--- src/rtl/ld_align_unit.sv ---
// ld_align_unit: sequential load-data unit for the memory stage.
// Accepts a byte-addressed load (RISC-V funct3), reads one or two aligned
// words from data memory, realigns the addressed bytes and sign- or
// zero-extends them to XLEN. XLEN must be 32 or 64.
//
// Build option MISALIGNED_EN:
//   defined   - loads that straddle a word boundary are split into two reads.
//   undefined - any load whose offset is not a multiple of its size faults
//               without touching memory.
module ld_align_unit #(
    parameter int XLEN   = 32,
    parameter int ADDR_W = 32
) (
    input  logic              clk,
    input  logic              rst_n,
    input  logic              req_valid,
    output logic              req_ready,
    input  logic [ADDR_W-1:0] req_addr,
    input  logic [2:0]        req_funct3,
    output logic              mem_req_valid,
    input  logic              mem_req_ready,
    output logic [ADDR_W-1:0] mem_req_addr,
    input  logic              mem_resp_valid,
    input  logic [XLEN-1:0]   mem_resp_data,
    output logic              resp_valid,
    input  logic              resp_ready,
    output logic [XLEN-1:0]   resp_data,
    output logic              resp_fault
);

    localparam int B     = XLEN / 8;
    localparam int OFF_W = $clog2(B);
    localparam int SH_W  = $clog2(XLEN) + 1;

    typedef enum logic [2:0] {
        S_IDLE,
        S_REQ0,
        S_WAIT0,
        S_RESP
`ifdef MISALIGNED_EN
        , S_REQ1,
        S_WAIT1
`endif
    } state_e;

    // Access size in bytes: 1, 2, 4 or 8.
    function automatic logic [4:0] size_bytes(input logic [2:0] f3);
        return 5'd1 << f3[1:0];
    endfunction

    // Encodings that are never a load for this XLEN.
    function automatic logic funct3_illegal(input logic [2:0] f3);
        if (f3 == 3'b111) return 1'b1;
        if (XLEN == 32 && (f3 == 3'b011 || f3 == 3'b110)) return 1'b1;
        return 1'b0;
    endfunction

    // Shift the byte pair down to the addressed byte, then push the field to
    // the top of the word and shift it back so the extension comes for free.
    function automatic logic [XLEN-1:0] align_extend(
        input logic [2*XLEN-1:0] pair,
        input logic [OFF_W-1:0]  off,
        input logic [2:0]        f3
    );
        logic [2*XLEN-1:0] shifted;
        logic [XLEN-1:0]   top;
        logic [SH_W-1:0]   sh;
        shifted = pair >> {off, 3'b000};
        sh      = SH_W'(XLEN - (8 << f3[1:0]));
        top     = shifted[XLEN-1:0] << sh;
        if (f3[2]) return top >> sh;
        return $unsigned($signed(top) >>> sh);
    endfunction

    state_e              state_q;
    logic [OFF_W-1:0]    off_q;
    logic [2:0]          f3_q;
    logic                req_ready_q;
    logic                mem_req_valid_q;
    logic [ADDR_W-1:0]   mem_req_addr_q;
    logic                resp_valid_q;
    logic [XLEN-1:0]     resp_data_q;
    logic                resp_fault_q;

    logic [OFF_W-1:0]    req_off;
    logic                req_illegal;
    logic [2*XLEN-1:0]   resp_pair;
    logic [XLEN-1:0]     load_result;

    assign req_off = req_addr[OFF_W-1:0];

`ifdef MISALIGNED_EN
    logic [XLEN-1:0] lo_q;
    logic            crossing;

    assign req_illegal = funct3_illegal(req_funct3);
    assign crossing    = (5'(off_q) + size_bytes(f3_q)) > 5'(B);
    // The second word supplies the upper bytes of a straddling load.
    assign resp_pair   = (state_q == S_WAIT1) ? {mem_resp_data, lo_q}
                                              : {{XLEN{1'b0}}, mem_resp_data};
`else
    assign req_illegal = funct3_illegal(req_funct3)
                       | ((5'(req_off) & (size_bytes(req_funct3) - 5'd1)) != 5'd0);
    assign resp_pair   = {{XLEN{1'b0}}, mem_resp_data};
`endif

    assign load_result = align_extend(resp_pair, off_q, f3_q);

    // Load sequencer: request latch, memory reads, registered response.
    // NOTE: state is updated with non-blocking assignments so every register
    // samples the pre-edge value of every other register, regardless of order.
    always_ff @(posedge clk or negedge rst_n) begin
        if (!rst_n) begin
            state_q         <= S_IDLE;
            off_q           <= '0;
            f3_q            <= '0;
            req_ready_q     <= 1'b1;
            mem_req_valid_q <= 1'b0;
            mem_req_addr_q  <= '0;
            resp_valid_q    <= 1'b0;
            resp_data_q     <= '0;
            resp_fault_q    <= 1'b0;
`ifdef MISALIGNED_EN
            lo_q            <= '0;
`endif
        end else begin
            case (state_q)
                S_IDLE: begin
                    if (req_valid) begin
                        off_q       <= req_off;
                        f3_q        <= req_funct3;
                        req_ready_q <= 1'b0;
                        if (req_illegal) begin
                            state_q      <= S_RESP;
                            resp_valid_q <= 1'b1;
                            resp_fault_q <= 1'b1;
                            resp_data_q  <= '0;
                        end else begin
                            state_q         <= S_REQ0;
                            mem_req_valid_q <= 1'b1;
                            mem_req_addr_q  <= {req_addr[ADDR_W-1:OFF_W], {OFF_W{1'b0}}};
                        end
                    end
                end
                S_REQ0: begin
                    if (mem_req_ready) begin
                        mem_req_valid_q <= 1'b0;
                        state_q         <= S_WAIT0;
                    end
                end
                S_WAIT0: begin
                    if (mem_resp_valid) begin
`ifdef MISALIGNED_EN
                        lo_q <= mem_resp_data;
                        if (crossing) begin
                            state_q         <= S_REQ1;
                            mem_req_valid_q <= 1'b1;
                            mem_req_addr_q  <= mem_req_addr_q + ADDR_W'(B);
                        end else begin
                            state_q      <= S_RESP;
                            resp_valid_q <= 1'b1;
                            resp_fault_q <= 1'b0;
                            resp_data_q  <= load_result;
                        end
`else
                        state_q      <= S_RESP;
                        resp_valid_q <= 1'b1;
                        resp_fault_q <= 1'b0;
                        resp_data_q  <= load_result;
`endif
                    end
                end
`ifdef MISALIGNED_EN
                S_REQ1: begin
                    if (mem_req_ready) begin
                        mem_req_valid_q <= 1'b0;
                        state_q         <= S_WAIT1;
                    end
                end
                S_WAIT1: begin
                    if (mem_resp_valid) begin
                        state_q      <= S_RESP;
                        resp_valid_q <= 1'b1;
                        resp_fault_q <= 1'b0;
                        resp_data_q  <= load_result;
                    end
                end
`endif
                S_RESP: begin
                    if (resp_ready) begin
                        state_q      <= S_IDLE;
                        resp_valid_q <= 1'b0;
                        req_ready_q  <= 1'b1;
                    end
                end
                default: begin
                    state_q         <= S_IDLE;
                    req_ready_q     <= 1'b1;
                    mem_req_valid_q <= 1'b0;
                    resp_valid_q    <= 1'b0;
                end
            endcase
        end
    end

    assign req_ready     = req_ready_q;
    assign mem_req_valid = mem_req_valid_q;
    assign mem_req_addr  = mem_req_addr_q;
    assign resp_valid    = resp_valid_q;
    assign resp_data     = resp_data_q;
    assign resp_fault    = resp_fault_q;

endmodule

--- config.mk ---
export PLATFORM = sky130hd
export DESIGN_NAME = ld_align_unit
export DESIGN_NICKNAME = d
export VERILOG_FILES = /design/src/rtl/ld_align_unit.sv
export SDC_FILE = /design/constraint.sdc
export NUM_CORES = 1
export LEC_CHECK = 0
export ABC_AREA = 1
export BUFFER_PORTS_ARGS = -buffer_cell sky130_fd_sc_hd__buf_4
export CORE_UTILIZATION = 49
export DETAILED_ROUTE_END_ITERATION = 10
export GPL_TIMING_DRIVEN = 0
export HOLD_SLACK_MARGIN = 0.1
export MAX_ROUTING_LAYER = met4
export PLACE_DENSITY = 0.81
export SLEW_MARGIN = 20
export SYNTH_ARGS = -nofsm -noshare
export SYNTH_HDL_FRONTEND = slang
export SYNTH_SLANG_ARGS = --single-unit
--- constraint.sdc ---
create_clock -name clk -period 1.81 [get_ports clk]
set_input_delay 0.362 -clock clk [delete_from_list [all_inputs] [get_ports clk]]
set_output_delay 0.362 -clock clk [all_outputs]
set_load 0.005 [all_outputs]
==> out/metrics.cfg <==
[outcome]
status=finished clean

[critical_path]
crit_chain=inv_2 -> ha_1 -> buf_6 -> nor2_2 -> nor2_4 -> buf_4 -> nand3_4 -> buf_4 -> nand2_1 -> nand2_1
rr_startpoint=state_q[0]
max_stage_delay_ns=0.41
cp_data_arrival_time_ns=1.99
cp-start-kind=register
crit_path_end_kind=register
crit_type=reg2reg
r2r_end=resp_data[11]
slowest_stage=dfrtp_1
reg2reg_depth=10
worstPathRequired_ns=2.04
cp.buffers_inverters=4
crit_family=buffers and inverters
cp_max_fo=10
reg2reg_slack_ns=0.06

[pwr]
pwr-share-comb_pct=58.5
p_seq_share_pct=28.6
p_sw_share_pct=43.69
net-switching-power_w=0.004344
p_per_area_mw_per_mm2=1803
power.leakage_nw=2.874
power_frac_clock_pct=12.9
p_int_w=0.005599
ir_drop_uv=1070

[sta]
slew_viol_final=0
fin_crit_ns=1.755
relSlewSlack_pct=39.46
timing.fmax_mhz=569.9
finalSetupTns_ns=0
finalClockSkew_ns=0.005752
finalSetupViolations=0
hold_viol=0
tightest_slew_ns=0.9081
rsz0062_at_grt=true
min_period_over_period_pct=96.94
fin_ws_ns=0.05537

[routing]
detail_route.wl_per_cell_microns=16.35
drcViolationCount=0
first_pass_iters=6
vias=4090
routed_wirelength_mm=12.35
final_antenna_net_count=0
drt_iter0_markers=362
avgViaCountPerCell=5.417

[synth]
netlist_instances=492
ys_warn_count=0
syn_area_per_cell_sq_um=8.207
post_synth_num_cell_types=33
synthesis.area_sq_mm=0.004038
synth_seq_area_share_pct=45.27
ys_ff_latch=73

[global_route]
grt_use_total_pct=30.32
grt_max_degree=74
grt_pass1_vias=3917
antenna_found_initial=0
grt_pass1_wl_mm=19.37
grt-ovfl-total=0

[run]
drv_cap=0

[final_layout]
syn_to_final_growth_pct=36.60
seq_area_sq_mm=0.001828
diodes=0
drive_above_1_share_pct=36.29
nets=725
mostFrequentLayoutCells=buf_4 (152), nand2_1 (152), dfrtp_1 (72), nand3_1 (48), o21ai_0 (32)
multi_input_area_sq_mm=0.001956
n_fill_cell=648

[die]
die_x_microns=92.78
die_h_microns=92.78
ios=141
die-area_sq_mm=0.008607
initial_core_util_pct=51.45
core_sq_mm=0.007848
fp-row-count=32

[hold_path]
hold_class=in2async

[cts]
cts.path.max_buffers=2
clk_latency_ns=0.35
htreeDepth=3
cts_tree=yes
numCtsBuffers=9
clkSinkCount=73
path_clk_slew_ns=0.08
root_buffer=clkbuf_8
cts_hold_buf=0

[placement]
portBuffers=138
dp_slack_ns=-0.1052
hpwl_mm=9.327
place_congestion=0.9713

layer usage:
| layer | vias up | track usage [%] | share of wire, % |
|---|---|---|---|
| met3 | 20 | 5.665 | 5.3 |
| met5 | - | - | 0 |
| li1 | 1937 | - | - |
| met4 | 0 | 8.333 | 1.8 |
| met1 | 1983 | 38.52 | 42 |
| met2 | 150 | 49.75 | 51 |
worst max-delay path by stage:
stage	from	depth (start not counted)	end	slack (ns)
finish	state_q[0]	10	resp_data[11]	0.06
CTS	state_q[0]	7	mem_req_addr[4]	0.01
detailed placement	state_q[0]	7	mem_req_addr[26]	-0.11
global route	state_q[1]	7	mem_req_addr[31]	-0.02
global placement	state_q[0]	10	resp_data[3]	-0.04
floorplan	state_q[0]	10	resp_data[1]	0.17
Yosys cell counts:
| cell | count | area, sq um |
|---|---|---|
| inv_1 | 25 | 93.84 |
| nand3_2 | 4 | 40.04 |
| nand4_1 | 7 | 43.79 |
| mux2_2 | 27 | 304.0 |
| nor3_1 | 2 | 10.01 |
| nor2_2 | 1 | 6.260 |
| or2_2 | 1 | 6.260 |
| buf_4 | 6 | 45.04 |
| dfstp_2 | 1 | 26.28 |
| clkbuf_1 | 3 | 11.26 |
| nand4_2 | 1 | 12.51 |
| o21ai_0 | 33 | 165.2 |
| nand2_1 | 153 | 574.3 |
| conb_1 | 1 | 3.750 |
| buf_6 | 6 | 67.56 |
| dfrtp_1 | 72 | 1802 |
| nand3_1 | 48 | 240.2 |
| o21a_1 | 3 | 22.52 |
| mux2i_1 | 1 | 10.01 |
| o21ai_1 | 19 | 95.09 |
| ha_1 | 4 | 50.05 |
| mux2_1 | 3 | 33.78 |
| nor2_1 | 25 | 93.84 |
| a21oi_1 | 13 | 65.06 |
| o22ai_1 | 2 | 12.51 |
| o211ai_1 | 5 | 37.54 |
| nand2_2 | 3 | 18.77 |
| a31oi_1 | 2 | 12.51 |
| inv_2 | 7 | 26.28 |
| nor2_4 | 3 | 33.78 |
| buf_2 | 9 | 45.04 |
| nand3_4 | 1 | 17.52 |
| nand2_4 | 1 | 11.26 |
state kept, by name, indices dropped and copies added, names as in the netlist:
register	count
req_ready	1
mem_req_addr	30
state_q	2
resp_fault	1
f3_q	3
resp_valid	1
mem_req_valid	1
off_q	2
resp_data	32
power groups by stage:
stage	clock network (W)	registers, W	logic, W
after floorplan	0	0.00288	0.00317
after global placement	0	0.00282	0.00538
after detailed placement	0	0.00287	0.00546
after CTS	0.00130	0.00284	0.00561
after global routing	0.00139	0.00293	0.00632
final	0.00129	0.00284	0.00581
kinds of logic after synthesis:
family | count (synthesis) | synth area share [%]
and+or+nand+nor | 250 | 27.46
AOI/OAI and AO/OA | 77 | 10.16
DFF | 73 | 45.27
buffers and inverters | 56 | 7.158
muxes | 31 | 8.615
adders and majority gates | 4 | 1.240
other | 1 | 0.09288
through the flow:
stage	std cells	hold slack (ns)	area, sq um	util [%]	total power (W)
3_3_place_gp	733	0.4693	5205	66.33	0.008194
2_1_floorplan	493	0.06641	4041	-	0.006049
6_report	755	0.1357	5515	70.28	0.009942
3_5_place_dp	733	0.4706	5205	66.33	0.008330
5_1_grt	755	0.1992	5515	70.28	0.01064
4_1_cts	750	0.1722	5461	69.60	0.009754
layout make-up:
cell class              instances  area share, %
flip-flops and latches         73          33.14
repair inverters                1         0.1361
repair buffers                143          19.46
well taps                     102          2.314
multi-input cells             364          35.46
clock buffers                   9          2.246
inverters                      32          2.223
clock inverters                 7          1.407
plain buffers                  24          3.607
what timing repair did:
item                                    CTS  global route
setup buffers                             0             5
endpoints found under the setup margin   62            64
resized for setup                        14             7
pin swaps                                 2             3
cloned                                    1             0
hold endpoints to repair                  0             0
Power figures use the tool's default switching activity.
